**config.mk**
```make
export PLATFORM = sky130hd
export DESIGN_NAME = wb_stage
export DESIGN_NICKNAME = d
export VERILOG_FILES = /design/src/rtl/wb_stage.sv
export SDC_FILE = /design/constraint.sdc
export NUM_CORES = 1
export LEC_CHECK = 0
export ABC_AREA = 0
export ABC_CLOCK_PERIOD_IN_PS = 10100
export CORE_ASPECT_RATIO = 0.6
export CORE_UTILIZATION = 32
export DETAILED_ROUTE_END_ITERATION = 7
export PLACE_DENSITY_LB_ADDON = 0.1
export SETUP_SLACK_MARGIN = 0.05
export SLEW_MARGIN = 0
export SYNTH_ARGS = -nofsm -noshare
export SYNTH_HDL_FRONTEND = slang
export SYNTH_SLANG_ARGS = --single-unit
```
**constraint.sdc**
```tcl
create_clock -name clk -period 10.1 [get_ports clk]
set_clock_uncertainty 0.05 [all_clocks]
set_input_delay 2.02 -clock clk [delete_from_list [all_inputs] [get_ports clk]]
set_output_delay 2.02 -clock clk [all_outputs]
set_load 0.1 [all_outputs]
```
**src/rtl/wb_stage.sv**
```systemverilog
// MEM/WB pipeline register and writeback unit.
// Captures the memory-stage result, extends load data and selects the writeback
// source. It drives the register-file write port and the forwarding source from
// the same registers, and counts retired instructions.
module wb_stage #(
  parameter int XLEN      = 32,
  parameter int INSTRET_W = 64
) (
  input  logic                 clk,
  input  logic                 rst,
  input  logic                 stall,
  input  logic                 flush,
  input  logic                 in_valid,
  input  logic                 in_reg_write,
  input  logic [4:0]           in_rd_addr,
  input  logic [1:0]           in_result_src,
  input  logic [2:0]           in_funct3,
  input  logic [XLEN-1:0]      in_alu_result,
  input  logic [XLEN-1:0]      in_mem_rdata,
  input  logic [XLEN-1:0]      in_pc_plus4,
  output logic                 RegWrite,
  output logic [4:0]           rd_addr,
  output logic [XLEN-1:0]      rd_data,
  output logic                 fwd_valid,
  output logic [4:0]           fwd_rd_addr,
  output logic [XLEN-1:0]      fwd_data,
  output logic                 wb_err,
  output logic [INSTRET_W-1:0] instret
);

  localparam logic [1:0] SRC_ALU  = 2'b00;
  localparam logic [1:0] SRC_LOAD = 2'b01;
  localparam logic [1:0] SRC_PC4  = 2'b10;

  // Only funct3 codes 000, 001, 010, 100 and 101 are valid load types.
  function automatic logic load_f3_legal(input logic [2:0] f3);
    logic ok;
    case (f3)
      3'b000, 3'b001, 3'b010, 3'b100, 3'b101: ok = 1'b1;
      default:                                ok = 1'b0;
    endcase
    return ok;
  endfunction

  // Picks the addressed byte or halfword from the word and extends it.
  // An illegal funct3 returns zero.
  function automatic logic [31:0] load_extend(input logic [2:0]  f3,
                                              input logic [1:0]  off,
                                              input logic [31:0] word);
    logic [7:0]  byte_v;
    logic [15:0] half_v;
    logic [31:0] res;
    case (off)
      2'd0:    byte_v = word[7:0];
      2'd1:    byte_v = word[15:8];
      2'd2:    byte_v = word[23:16];
      2'd3:    byte_v = word[31:24];
      default: byte_v = 8'h00;
    endcase
    // The low offset bit does not affect halfword selection.
    if (off[1]) begin
      half_v = word[31:16];
    end else begin
      half_v = word[15:0];
    end
    case (f3)
      3'b000:  res = {{24{byte_v[7]}}, byte_v};
      3'b001:  res = {{16{half_v[15]}}, half_v};
      3'b010:  res = word;
      3'b100:  res = {24'h000000, byte_v};
      3'b101:  res = {16'h0000, half_v};
      default: res = 32'h0000_0000;
    endcase
    return res;
  endfunction

  logic [XLEN-1:0]      nxt_data_s;
  logic                 nxt_err_s;
  logic                 nxt_we_s;
  logic                 valid_r;
  logic                 we_r;
  logic [4:0]           rd_addr_r;
  logic [XLEN-1:0]      rd_data_r;
  logic                 err_r;
  logic [INSTRET_W-1:0] instret_r;

  // Compute the writeback value, error flag and write enable before capture.
  always_comb begin
    nxt_data_s = '0;
    nxt_err_s  = 1'b0;
    case (in_result_src)
      SRC_ALU: nxt_data_s = in_alu_result;
      SRC_LOAD: begin
        nxt_data_s = load_extend(in_funct3, in_alu_result[1:0], in_mem_rdata);
        nxt_err_s  = in_valid & ~load_f3_legal(in_funct3);
      end
      SRC_PC4: nxt_data_s = in_pc_plus4;
      default: begin
        nxt_data_s = '0;
        nxt_err_s  = in_valid;
      end
    endcase
    if (in_valid && in_reg_write && (in_rd_addr != 5'd0) && !nxt_err_s) begin
      nxt_we_s = 1'b1;
    end else begin
      nxt_we_s = 1'b0;
    end
  end

  // Stage register: flush kills the entry, stall holds, otherwise capture.
  always_ff @(posedge clk or posedge rst) begin
    if (rst) begin
      valid_r   <= 1'b0;
      we_r      <= 1'b0;
      rd_addr_r <= 5'd0;
      rd_data_r <= '0;
      err_r     <= 1'b0;
    end else if (flush) begin
      valid_r   <= 1'b0;
      we_r      <= 1'b0;
      err_r     <= 1'b0;
    end else if (!stall) begin
      valid_r   <= in_valid;
      we_r      <= nxt_we_s;
      rd_addr_r <= in_rd_addr;
      rd_data_r <= nxt_data_s;
      err_r     <= nxt_err_s;
    end
  end

  // Retire counter: an entry is counted when it leaves WB without being flushed.
  always_ff @(posedge clk or posedge rst) begin
    if (rst) begin
      instret_r <= '0;
    end else if (valid_r && !stall && !flush) begin
      instret_r <= instret_r + {{(INSTRET_W-1){1'b0}}, 1'b1};
    end
  end

  assign RegWrite    = we_r;
  assign rd_addr     = rd_addr_r;
  assign rd_data     = rd_data_r;
  assign fwd_valid   = we_r;
  assign fwd_rd_addr = rd_addr_r;
  assign fwd_data    = rd_data_r;
  assign wb_err      = err_r;
  assign instret     = instret_r;

endmodule

```
# Word level (Yosys, flattened, before mapping)
# Cells that the tools add are included.
# word_totals
register_bits,104
latchBits,0
mem_bits_rw,0
mem_bits_ro,0
in_bits,112
memories,0
# op_classes
n_addsub,1
multipliers,0
div,0
magnitude_cmp,0
n_eq_ne,10
n_shift,0
muxes,14
bitwise,4
n_reduce_logical,15
# ops
op,count
32-bit case mux with 5 select lines,1
32-bit case mux with 3 select lines,1
"64-bit by 1-bit adder with 64-bit output, second input constant",1
8-bit case mux with 4 select lines,1
16-bit two-way mux,1
1-bit two-way mux,9
"2-bit equality test, second input constant",3
"3-bit equality test, second input constant",2
1-bit logical AND,5
5-bit nonzero test,1
5-bit OR reduction,1
"2-bit by 1-bit equality test with 1-bit output, second input constant",2
2-bit zero test,2
"3-bit by 1-bit equality test with 1-bit output, second input constant",1
"3-bit by 2-bit equality test with 1-bit output, second input constant",1
1-bit zero test,3
3-bit zero test,1
1-bit inverter,3
"2-bit by 1-bit != test with 1-bit output, second input constant",1
1-bit case mux with 2 select lines,1
2-bit AND reduction,1
2-bit OR reduction,1
1-bit AND,1

# Logic depth before layout (Yosys ltp)
# Gate-level depths: netlist of run 1.
# depth
depth_word,12
mapped_depth,6

# Worst setup path before layout of run 1
# Ideal clock, no wire load.
# synth_path
kind,input-to-reg
from,in flush
to,reg instret_r[45] (netlist: instret[45])
setup_ns,0.163
t_arrival_ns,3.301
setup_slack_ns,6.587
stages,6
cell_sequence,nor3b_1 > and3_1 > buf_2 > nand4_1 > nor3_1 > xor2_1
# synth_between
elab_chain_len,2
# synth_rtl
element,line,source
from (decl),12,"input logic flush,"
1-bit zero test,135,end else if (valid_r && !stall && !flush) begin
1-bit logical AND,135,
to (signal assigned),136,"instret_r <= instret_r + {{(INSTRET_W-1){1'b0}}, 1'b1};"
to (decl),85,logic [INSTRET_W-1:0] instret_r;
# Every way passes these cells.
# A chain may end at the register's enable or synchronous reset.

# Final worst setup path of run 1
# layout_path
from,in in_funct3[1]
to,reg rd_data_r[9] (netlist: fwd_data[9])
# layout_between
elab_chain_len,3
word_cells_on_any_way,7
classes_between,eq/ne: 4; mux: 2; reduce/logical: 1
# layout_rtl
element,line,source
from (decl),17,"input logic [2:0] in_funct3,"
"3-bit equality test, or another cell as far along",66,case (f3)
32-bit case mux with 5 select lines *,66,
32-bit case mux with 3 select lines *,91,case (in_result_src)
to (signal assigned),126,rd_data_r <= nxt_data_s;
to (decl),83,logic [XLEN-1:0] rd_data_r;
# Mark *: on every way between the ends. The rest lies on a longest branch, timed or not.

==> qor.txt, run 1 <==
Status -> complete, no violations
Routability congestion estimate -> 0.974
Global Route Usage Sum -> 20.4%
Slowest stage cell on the critical path -> sky130_fd_sc_hd__clkdlybuf4s50_1
Worst skew pair latency -> 0.34 ns
Count of mapped cells out of synthesis -> 543
Final Slew Violations -> 0
Cell-internal power -> 756 uW
Number of max-cap violations -> 0
Pin count of the biggest net entering global routing -> 57
Syn_nets -> 656
Cell-by-cell trace of the critical path -> clkdlybuf4s50_1, clkinv_1, nor2_1, buf_4, a21o_1, a221oi_1, o221ai_1
Primary flip-flop cell chosen by synthesis mapping -> sky130_fd_sc_hd__dfrtp_1
Remaining max-slew budget at the tightest pin -> 22.7%
Share of post-route cells with drive strength above 1 -> 6.26%
Inserted Clock Buffers -> 9
GR Overflow Total -> 0
Mapped Area -> 0.00564 mm^2
Maximum root-to-sink buffer count -> 2
Proportion of power drawn by combinational gates -> 41.1%
Maximum resistive drop on vdd -> 0.000104 V
Number of hold buffers added after CTS -> 0
Family with the most delay on the worst path -> buffers and inverters
Required @ worst endpoint -> 10.29 ns
Post-detailed-route via-to-cell ratio -> 5.05
DRC violation total after the first TritonRoute iteration -> 392
Final hold violation count -> 0
Setup slack at placement -> 5.48 ns
Transition time at the pin with the least slew margin -> 1.16 ns
Delay of the slowest critical-path stage -> 0.63 ns
Initial cell density of the core -> 32.8%
Die Height -> 105 um
Count of endpoints failing setup in the final report -> 0
Die width -> 173 um
Post-layout net count -> 860
Worst path buffer plus inverter count -> 3
Library cell used as clock root buffer -> sky130_fd_sc_hd__clkbuf_16
Total power -> 1370 uW
Post-layout worst setup margin -> 5.74 ns
Relative contribution of the clock network to total power -> 24.6%
Average wire per cell in the routed design -> 18.5 um
Quantity of gates resized following cts -> 0
Average cell area after synthesis -> 10.4 um^2
Cell Rows -> 37
Worst r2r src -> instret[26]
Vias -> 4974
Critical Path Source -> in_funct3[1]
Tightest Hold Check Type -> reg2reg
Count of boundary I/O pins -> 253
CP endpoint kind -> register
Post-synthesis sequential area ratio -> 46.2%
Area used by sequential logic in the layout -> 0.00260 mm^2
IO buf count -> 252
Clock period minus final worst setup slack -> 4.36 ns
Clock transition at the register clock pins on the worst setup and hold paths after CTS -> 0.08 ns
Drt total wl -> 18300 um
Multi-input combinational cell area -> 0.00259 mm^2
Arr. time, crit path -> 4.55 ns
Total of flip-flops plus latches after synthesis -> 104
Number of inserted filler cells in the final layout -> 1561
Number of flops mapped to enable cells by yosys -> 0
Overall die area -> 0.0182 mm^2
Power per unit of standard cell area -> 164 mW/mm^2
Min-Delay Startpoint -> instret[63]
Leakage power -> 0.00353 uW
First-pass GRT wire length -> 28800 um
DR pass1 iterations -> 6
Synth-to-layout area growth -> 48.4%
Sum of net half-perimeters after detailed placement -> 14100 um
Vias in the first global route -> 4976
Setup repair after global routing missed its margin -> no
Commonest non-fill, non-tap cell in the layout -> sky130_fd_sc_hd__clkdlybuf4s50_1
Setup_tns -> 0 ns
Clock tree from TritonCTS -> done
Minimum hold slack -> 0.420 ns
Placeable core region -> 0.0172 mm^2
Switching component of the power -> 615 uW
Highest clock rate -> 229 MHz
Worst Setup Start Kind -> input port
Period utilization -> 43.2%
Count of antenna-violating nets left after detailed routing -> 0
Remaining design rule violation count -> 0
Commonest cells after routing, fill and taps aside -> 251 x sky130_fd_sc_hd__clkdlybuf4s50_1, 104 x sky130_fd_sc_hd__dfrtp_1, 67 x sky130_fd_sc_hd__nand2_1
Crit path kind -> in2reg
Total number of yosys warnings -> 0
Post-synthesis async set-or-reset flop share -> 100%
Maximum net fanout on the critical path -> 17
H-tree lvl count -> 3
Post-CTS setup buffer count -> 0
ANT cells -> 0
Distinct cell type count after synthesis -> 45
Number of clock sinks seen by CTS -> 104
Initial antenna violation count -> 0
Part of the power in registers -> 34.3%
Switching fraction of total power -> 44.8%
worst paths after layout:
kind	to	slack, ns	cells past startpoint
setup / recovery	fwd_data[9]	5.74	7
hold / removal	instret[63]	0.42	1
setup reg to reg	instret[54]	7.39	5
hold reg to reg	instret[63]	0.42	1
max in group asynchronous	instret[22]	6.76	3
min in group asynchronous	fwd_data[16]	2.06	2
Yosys cell counts (2+ instances only):
cell	n	area (um^2)
sky130_fd_sc_hd__nor4_1	5	31.3
sky130_fd_sc_hd__xor2_1	25	219
sky130_fd_sc_hd__inv_1	14	52.6
sky130_fd_sc_hd__and4_1	2	17.5
sky130_fd_sc_hd__nor2_1	20	75.1
sky130_fd_sc_hd__mux4_2	7	158
sky130_fd_sc_hd__nand4_1	16	100
sky130_fd_sc_hd__nor3b_1	3	22.5
sky130_fd_sc_hd__dfrtp_1	104	2600
sky130_fd_sc_hd__a21o_1	2	15.0
sky130_fd_sc_hd__mux2_2	2	22.5
sky130_fd_sc_hd__buf_1	2	7.51
sky130_fd_sc_hd__nor3_1	19	95.1
sky130_fd_sc_hd__buf_2	2	10.0
sky130_fd_sc_hd__a22oi_1	7	52.6
sky130_fd_sc_hd__xnor2_1	38	333
sky130_fd_sc_hd__mux2i_1	33	330
sky130_fd_sc_hd__a221oi_1	8	70.1
sky130_fd_sc_hd__nand3_1	23	115
sky130_fd_sc_hd__and3_2	5	37.5
sky130_fd_sc_hd__and4_2	4	40.0
sky130_fd_sc_hd__buf_4	38	285
sky130_fd_sc_hd__nor2b_1	3	18.8
sky130_fd_sc_hd__or2_2	2	12.5
sky130_fd_sc_hd__a21oi_1	20	100
sky130_fd_sc_hd__clkbuf_1	19	71.3
sky130_fd_sc_hd__o221ai_1	32	280
sky130_fd_sc_hd__and3_1	5	31.3
sky130_fd_sc_hd__nand2_1	67	251
logic make-up (layout without fill, tap and decap cells):
| kind of cell | after synthesis | count (layout) | share of synthesized area, % |
|---|---|---|---|
| muxes | 42 | 42 | 9.05 |
| DFF | 104 | 104 | 46.2 |
| and+or+nand+nor | 181 | 181 | 16.5 |
| adders and majority gates | 1 | 1 | 0.222 |
| AOI/OAI and AO/OA | 74 | 74 | 10.4 |
| xor gates and xnor gates | 63 | 63 | 9.78 |
| buffers and inverters | 78 | 286 | 7.90 |
per-layer routing:
layer	part of all wire, %	up-vias	GRT usage, %	wire length, um
li1	-	2335	-	-
met1	51	2431	31.3	9230
met2	42	201	29.2	7720
met3	6.7	7	5.06	1220
met4	0.51	0	2.84	93
met5	0	-	0	0
per-stage QoR:
stage          util, %  area [um^2]  cells
2_1_floorplan        -         5640    543
3_3_place_gp      47.1         8090    970
3_5_place_dp      47.1         8090    970
4_1_cts           48.7         8370    985
5_1_grt           48.7         8370    985
6_report          48.7         8370    985
power by group through the flow:
stage	logic [uW]	registers, uW	clock network (uW)
2_1_floorplan	241	659	0
5_1_grt	580	474	367
3_5_place_dp	564	478	0
6_report	563	470	338
4_1_cts	565	470	347
3_3_place_gp	563	476	0
state kept, by name, indices dropped and copies added (netlist names):
name	count
fwd_rd_addr	5
wb_err	1
fwd_data	32
RegWrite	1
instret	64
valid_r	1
worst reg2reg max path, cell delays in order (launching register included):
cell and delay (ns):
sky130_fd_sc_hd__dfrtp_1 0.45, sky130_fd_sc_hd__nand4_1 0.28, sky130_fd_sc_hd__nor4b_4 0.52, sky130_fd_sc_hd__nand4_1 0.66
sky130_fd_sc_hd__nor4_1 0.51, sky130_fd_sc_hd__xor2_1 0.18
cell type report:
class	count	share of cell area, %
clock buffers	9	2.69
clock inverters	6	0.658
inverters	16	0.747
multi-input cells	361	31.0
flip-flops and latches	104	31.1
well taps	234	3.50
repair buffers	255	30.3
No activity file was read; power rests on OpenSTA's default activity.
==> run 2: changes to the inputs <==
- ABC_CLOCK_PERIOD_IN_PS: 10100 -> 3700
- clock period: 10.1 -> 3.7 ns (I/O delays scaled with it)
==> run 2 against run 1 <==
Flip-flop and latch count is the same. Total power grew to 2.8 times the previous value. Critical path depth shrank 2. Global-route usage grew 0.48 points. Critical path type unchanged. Sequential share of layout area shrank 0.15 points. Wire length grew 2.6%. Register-to-register slack lost 6.4 ns. Cell count grew 0.41%. Non-clock buffer count grew 3. Clock power grew to 2.8 times the previous value. Combinational power grew to 2.7 times the previous value. Count of clock-buffer cells in the layout grew 1.
==> qor.txt, run 2 (synthesis gave the netlist of run 1 again) <==
Routability congestion estimate -> 0.953 (-2.1%)
Cell Rows -> 37 (unchanged)
H-tree lvl count -> 3 (unchanged)
Reg-to-reg critical path endpoint -> instret[55]
Post-layout net count -> 863 (+0.35%)
Post-CTS setup buffer count -> 0 (unchanged)
Count of boundary I/O pins -> 253 (unchanged)
Arr. time, crit path -> 2.99 ns (-1.56 ns)
Post-detailed-route via-to-cell ratio -> 5.07 (+0.32%)
Number of max-cap violations -> 0 (unchanged)
Total power -> 3780 uW (+180%)
Status -> complete, no violations
Clock period minus final worst setup slack -> 2.86 ns
Minimum setup slack among reg-to-reg paths -> 1.02 ns (-6.37 ns)
Number of clock sinks seen by CTS -> 104 (unchanged)
First-pass GRT wire length -> 29300 um (+1.8%)
Sum of net half-perimeters after detailed placement -> 14400 um (+2.6%)
Drt total wl -> 18700 um (+2.6%)
Vias in the first global route -> 4967 (-0.18%)
Critical Path Source -> in_alu_result[0]
Maximum root-to-sink buffer count -> 2 (unchanged)
Setup slack at placement -> 0.466 ns (-5.02 ns)
Highest clock rate -> 350 MHz
Remaining design rule violation count -> 0 (unchanged)
Placeable core region -> 0.0172 mm^2 (unchanged)
Setup repair after global routing missed its margin -> no
Instance count after placement with tap cells included -> 973 (+0.31%)
CP endpoint kind -> register
Worst-case hold path end point -> instret[63]
Vias -> 5010 (+0.72%)
Final Instance Area -> 0.00841 mm^2 (+0.48%)
Initial antenna violation count -> 0 (unchanged)
Commonest cells after routing, fill and taps aside -> 249 x sky130_fd_sc_hd__clkdlybuf4s50_1, 104 x sky130_fd_sc_hd__dfrtp_1, 67 x sky130_fd_sc_hd__nand2_1
Count of endpoints failing setup in the final report -> 0 (unchanged)
ANT cells -> 0 (unchanged)
Synth-to-layout area growth -> 49.1%
Maximum resistive drop on vdd -> 0.000318 V (+210%)
Crit path kind -> in2reg
IO buf count -> 252 (unchanged)
Worst Setup Start Kind -> input port
Power per unit of standard cell area -> 450 mW/mm^2 (+170%)
Share of post-route cells with drive strength above 1 -> 6.89% (+0.63 points)
Pin count of the biggest net entering global routing -> 65 (+14%)
Worst skew pair latency -> 0.35 ns (about the same)
Clock tree from TritonCTS -> done
Min-Delay Startpoint -> instret[63]
Global Route Usage Sum -> 20.9% (+0.48 points)
Non-filler cells in the finished layout -> 989 (+0.41%)
Final hold violation count -> 0 (unchanged)
Initial cell density of the core -> 32.8% (unchanged)
Required @ worst endpoint -> 3.83 ns (-6.46 ns)
Setup_tns -> 0 ns (unchanged)
Area post-placement -> 0.00812 mm^2 (+0.37%)
Die width -> 173 um (unchanged)
Clock transition at the register clock pins on the worst setup and hold paths after CTS -> 0.08 ns (about the same)
Quantity of gates resized following cts -> 0 (unchanged)
Leakage power -> 0.00356 uW (+0.85%)
DRC violation total after the first TritonRoute iteration -> 340 (-13%)
Tightest Hold Check Type -> reg2reg
Count of antenna-violating nets left after detailed routing -> 0 (unchanged)
Maximum net fanout on the critical path -> 9 (-8)
Average wire per cell in the routed design -> 18.9 um (+2.2%)
Remaining max-slew budget at the tightest pin -> 14.2% (-8.6 points)
Overall die area -> 0.0182 mm^2 (unchanged)
Logic depth of the worst register-to-register path -> 5 (unchanged)
Worst r2r src -> instret[26]
Post-layout worst setup margin -> 0.841 ns (-4.90 ns)
Inserted Clock Buffers -> 9 (unchanged)
DR pass1 iterations -> 4 (-2)
Transition time at the pin with the least slew margin -> 1.29 ns (+0.128 ns)
Depth of the worst hold-timing path -> 1 (unchanged)
GR Overflow Total -> 0 (unchanged)
Number of hold buffers added after CTS -> 0 (unchanged)
Max reg flops -> 64 (unchanged)
Library cell used as clock root buffer -> sky130_fd_sc_hd__clkbuf_16
Final Slew Violations -> 0 (unchanged)
Die Height -> 105 um (unchanged)
Period utilization -> 77.3%
Commonest non-fill, non-tap cell in the layout -> sky130_fd_sc_hd__clkdlybuf4s50_1
[run 2: cell types whose count changed in the layout (fill, tap and decap cells not counted)]
| cell | change |
|---|---|
| sky130_fd_sc_hd__buf_4 | +4 |
| sky130_fd_sc_hd__clkdlybuf4s50_1 | -2 |
| sky130_fd_sc_hd__inv_6 | +2 |
| sky130_fd_sc_hd__buf_12 | +1 |
| sky130_fd_sc_hd__clkbuf_1 | +1 |
| sky130_fd_sc_hd__clkinv_4 | -1 |
| sky130_fd_sc_hd__clkinv_8 | +1 |
| sky130_fd_sc_hd__clkinvlp_4 | -1 |
| sky130_fd_sc_hd__inv_8 | -1 |
[run 2: through the flow]
| step | hold WS (ns) | utilization (%) |
|---|---|---|
| after floorplan | 0.442 | - |
| after global placement | 0.410 | 47.3 |
| after detailed placement | 0.412 | 47.3 |
| after CTS | 0.426 | 49.0 |
| after global routing | 0.446 | 49.0 |
| final | 0.427 | 49.0 |
[run 2: worst max-delay path by stage]
| stage | cells after the start | end | slack (ns) |
|---|---|---|---|
| 4_1_cts | 5 | fwd_data[6] | 0.84 |
| 5_1_grt | 6 | instret[48] | 0.61 |
| 2_1_floorplan | 1 | RegWrite | 0.18 |
| 6_report | 5 | fwd_data[1] | 0.84 |
| 3_5_place_dp | 5 | fwd_data[6] | 0.47 |
| 3_3_place_gp | 6 | fwd_data[8] | 0.54 |
[run 2: worst max-delay path, cell delays in order]
cell and delay (ns):
sky130_fd_sc_hd__clkdlybuf4s50_1 0.55, sky130_fd_sc_hd__nor2b_1 0.76, sky130_fd_sc_hd__mux4_2 0.61, sky130_fd_sc_hd__a22oi_1 0.18, sky130_fd_sc_hd__o221ai_1 0.15
[run 2: where the power goes]
group	internal (uW)	switching, uW	total, uW
Clock	475	482	956
Sequential	1210	78.7	1290
Combinational	394	1150	1540
Total	2080	1710	3780
[run 2: layout make-up]
cell class,count,area [um^2]
flip-flops and latches,104,2600
multi-input cells,361,2590
inverters,16,62.6
well taps,234,293
clock buffers,10,229
clock inverters,6,61.3
fillers,1574,8770
repair buffers,258,2570
[run 2: metal layers]
metal | GRT usage (%) | part of all wire, %
met1 | 31.4 | 50
met2 | 28.8 | 41
met3 | 6.88 | 8.1
met4 | 4.05 | 0.82
met5 | 0 | 0
==> run 3: changes to the inputs <==
- ABC_CLOCK_PERIOD_IN_PS: 3700 -> 2600
- clock period: 3.7 -> 2.6 ns (I/O delays scaled with it)
==> run 3 against run 2 <==
Hold slack better by 0.011 ns. Wire length up 2.5%. Clock power up 39%. Sequential share of layout area up 0.69 points. Critical path depth up 1. Critical endpoint is now fwd_data[4].
==> qor.txt, run 3 (synthesis gave the netlist of run 1 again) <==
Clock transition at the register clock pins on the worst setup and hold paths after CTS -> 0.08 ns (about the same)
Initial antenna violation count -> 0 (unchanged)
Die Height -> 105 um (unchanged)
Worst skew pair latency -> 0.34 ns (about the same)
Cell-internal power -> 2910 uW (+40%)
Tightest Hold Check Type -> reg2reg
Crit path kind -> in2reg
Commonest non-fill, non-tap cell in the layout -> sky130_fd_sc_hd__buf_4
Vias -> 5080 (+1.4%)
Die width -> 173 um (unchanged)
Final hold violation count -> 0 (unchanged)
GR Overflow Total -> 0 (unchanged)
Remaining max-slew budget at the tightest pin -> 48.4% (+34 points)
Number of hold buffers added after CTS -> 0 (unchanged)
Library cell used as clock root buffer -> sky130_fd_sc_hd__clkbuf_16
Pin count of the biggest net entering global routing -> 48 (-26%)
Maximum root-to-sink buffer count -> 2 (unchanged)
Remaining design rule violation count -> 0 (unchanged)
Power per unit of standard cell area -> 640 mW/mm^2 (+42%)
Highest clock rate -> 426 MHz
Cell Rows -> 37 (unchanged)
Maximum net fanout on the critical path -> 8 (-1)
Arr. time, crit path -> 2.49 ns (-0.50 ns)
Inserted Clock Buffers -> 9 (unchanged)
Part of the power in registers -> 34.4% (+0.4 points)
Final Slew Violations -> 0 (unchanged)
Drt total wl -> 19200 um (+2.5%)
Number of clock sinks seen by CTS -> 104 (unchanged)
Routability congestion estimate -> 0.843 (-12%)
ANT cells -> 0 (unchanged)
Max reg flops -> 64 (unchanged)
Count of antenna-violating nets left after detailed routing -> 0 (unchanged)
Average wire per cell in the routed design -> 19.0 um (+0.11%)
Post-layout net count -> 887 (+2.8%)
CP endpoint kind -> register
IO buf count -> 252 (unchanged)
Number of max-cap violations -> 0 (unchanged)
Number of inserted filler cells in the final layout -> 1564 (-0.64%)
Count of boundary I/O pins -> 253 (unchanged)
Final Util -> 48.4% (-0.56 points)
H-tree lvl count -> 3 (unchanged)
Vias in the first global route -> 5070 (+2.1%)
Multi-input combinational cell area -> 0.00260 mm^2 (+0.48%)
Leakage power -> 0.00386 uW (+8.4%)
Count of endpoints failing setup in the final report -> 0 (unchanged)
Global Route Usage Sum -> 21.3% (+0.38 points)
Initial cell density of the core -> 32.8% (unchanged)
Total power -> 5320 uW (+41%)
Placeable core region -> 0.0172 mm^2 (unchanged)
Period utilization -> 90.3%
Global-route track usage on met3 -> 5.46% (-1.4 points)
DRC violation total after the first TritonRoute iteration -> 350 (+2.9%)
Share of post-route cells with drive strength above 1 -> 30.4% (+24 points)
DR pass1 iterations -> 4 (unchanged)
Clock period minus final worst setup slack -> 2.35 ns
Proportion of power drawn by combinational gates -> 40.6% (-0.2 points)
Commonest cells after routing, fill and taps aside -> 167 x sky130_fd_sc_hd__buf_4, 110 x sky130_fd_sc_hd__clkdlybuf4s50_1, 82 x sky130_fd_sc_hd__dfrtp_1
Worst Setup Start Kind -> input port
Status -> complete, no violations
Clock tree from TritonCTS -> done
Busiest layer in global routing -> met1
Switching component of the power -> 2410 uW (+41%)
Switching fraction of total power -> 45.3% (+0.14 points)
Post-layout worst setup margin -> 0.252 ns (-0.589 ns)
Setup repair after global routing missed its margin -> no
Sum of net half-perimeters after detailed placement -> 15000 um (+3.7%)
Fraction of met2 tracks used by global routing -> 29.4% (+0.66 points)
Setup slack at placement -> -0.257 ns (-0.723 ns)
First-pass GRT wire length -> 29900 um (+1.9%)
Relative contribution of the clock network to total power -> 25.0% (-0.3 points)
Post-detailed-route via-to-cell ratio -> 5.01 (-1.0%)
Area used by sequential logic in the layout -> 0.00263 mm^2 (+1.1%)
Maximum resistive drop on vdd -> 0.000455 V (+43%)
Transition time at the pin with the least slew margin -> 0.773 ns (-0.514 ns)
Synth-to-layout area growth -> 47.4%
Overall die area -> 0.0182 mm^2 (unchanged)
Met1 usage -> 32.8% (+1.4 points)
Required @ worst endpoint -> 2.74 ns (-1.09 ns)
==> run 3: routing by layer <==
layer / vias to the layer above / share of wire (%)
met5: - / 0
met4: 0 / 0.75
met3: 10 / 7.0
met2: 198 / 42
met1: 2485 / 50
li1: 2387 / -
==> run 3: area by class of cell <==
type                       instances  area share, %
clock buffer                      10           2.75
clock inverter                     6          0.647
inverter                          16          0.768
multi-input combinational        361           31.3
sequential                       104           31.6
tap                              234           3.52
timing repair buffer             282           29.3
==> run 3: path summary, 6_finish.rpt <==
check	from	endpoint	slack, ns	depth (start not counted)
worst max-delay path	in_alu_result[1]	fwd_data[4]	0.25	6
worst min register to register	instret[11]	instret[11]	0.44	1
worst max register to register	instret[25]	instret[48]	0.28	5
max in group asynchronous	rst	instret[15]	1.39	3
worst min-delay path	instret[11]	instret[11]	0.44	1
min in group asynchronous	rst	fwd_data[3]	0.49	2
==> run 3: power by group through the flow <==
stage,registers (uW),logic [uW],clock network [uW]
after floorplan,2560,936,0
after global placement,1850,2160,0
after detailed placement,1860,2160,0
after CTS,1830,2160,1370
after global routing,1850,2230,1440
final,1830,2160,1330
==> run 3: stage by stage <==
step | instance area (um^2) | TNS [ns] | hold WS (ns) | instances
floorplan | 5670 | 0 | 0.442 | 543
global placement | 8000 | -3.59 | 0.419 | 996
detailed placement | 8000 | -4.49 | 0.423 | 996
CTS | 8280 | 0 | 0.433 | 1012
global route | 8310 | 0 | 0.458 | 1013
finish | 8310 | 0 | 0.438 | 1013
==> run 3: worst max-delay path, stage by stage <==
cell                              delay (ns)
sky130_fd_sc_hd__clkdlybuf4s50_1        0.51
sky130_fd_sc_hd__buf_4                  0.20
sky130_fd_sc_hd__inv_2                  0.22
sky130_fd_sc_hd__mux4_2                 0.54
sky130_fd_sc_hd__a22oi_1                0.30
sky130_fd_sc_hd__o221ai_1               0.19
==> run 3: what timing repair did <==
action / CTS / global route
gates resized for setup: 0 / 1
endpoints found under the hold margin: 0 / 0
buffers inserted: 0 / 1
setup endpoints to repair: 0 / 14
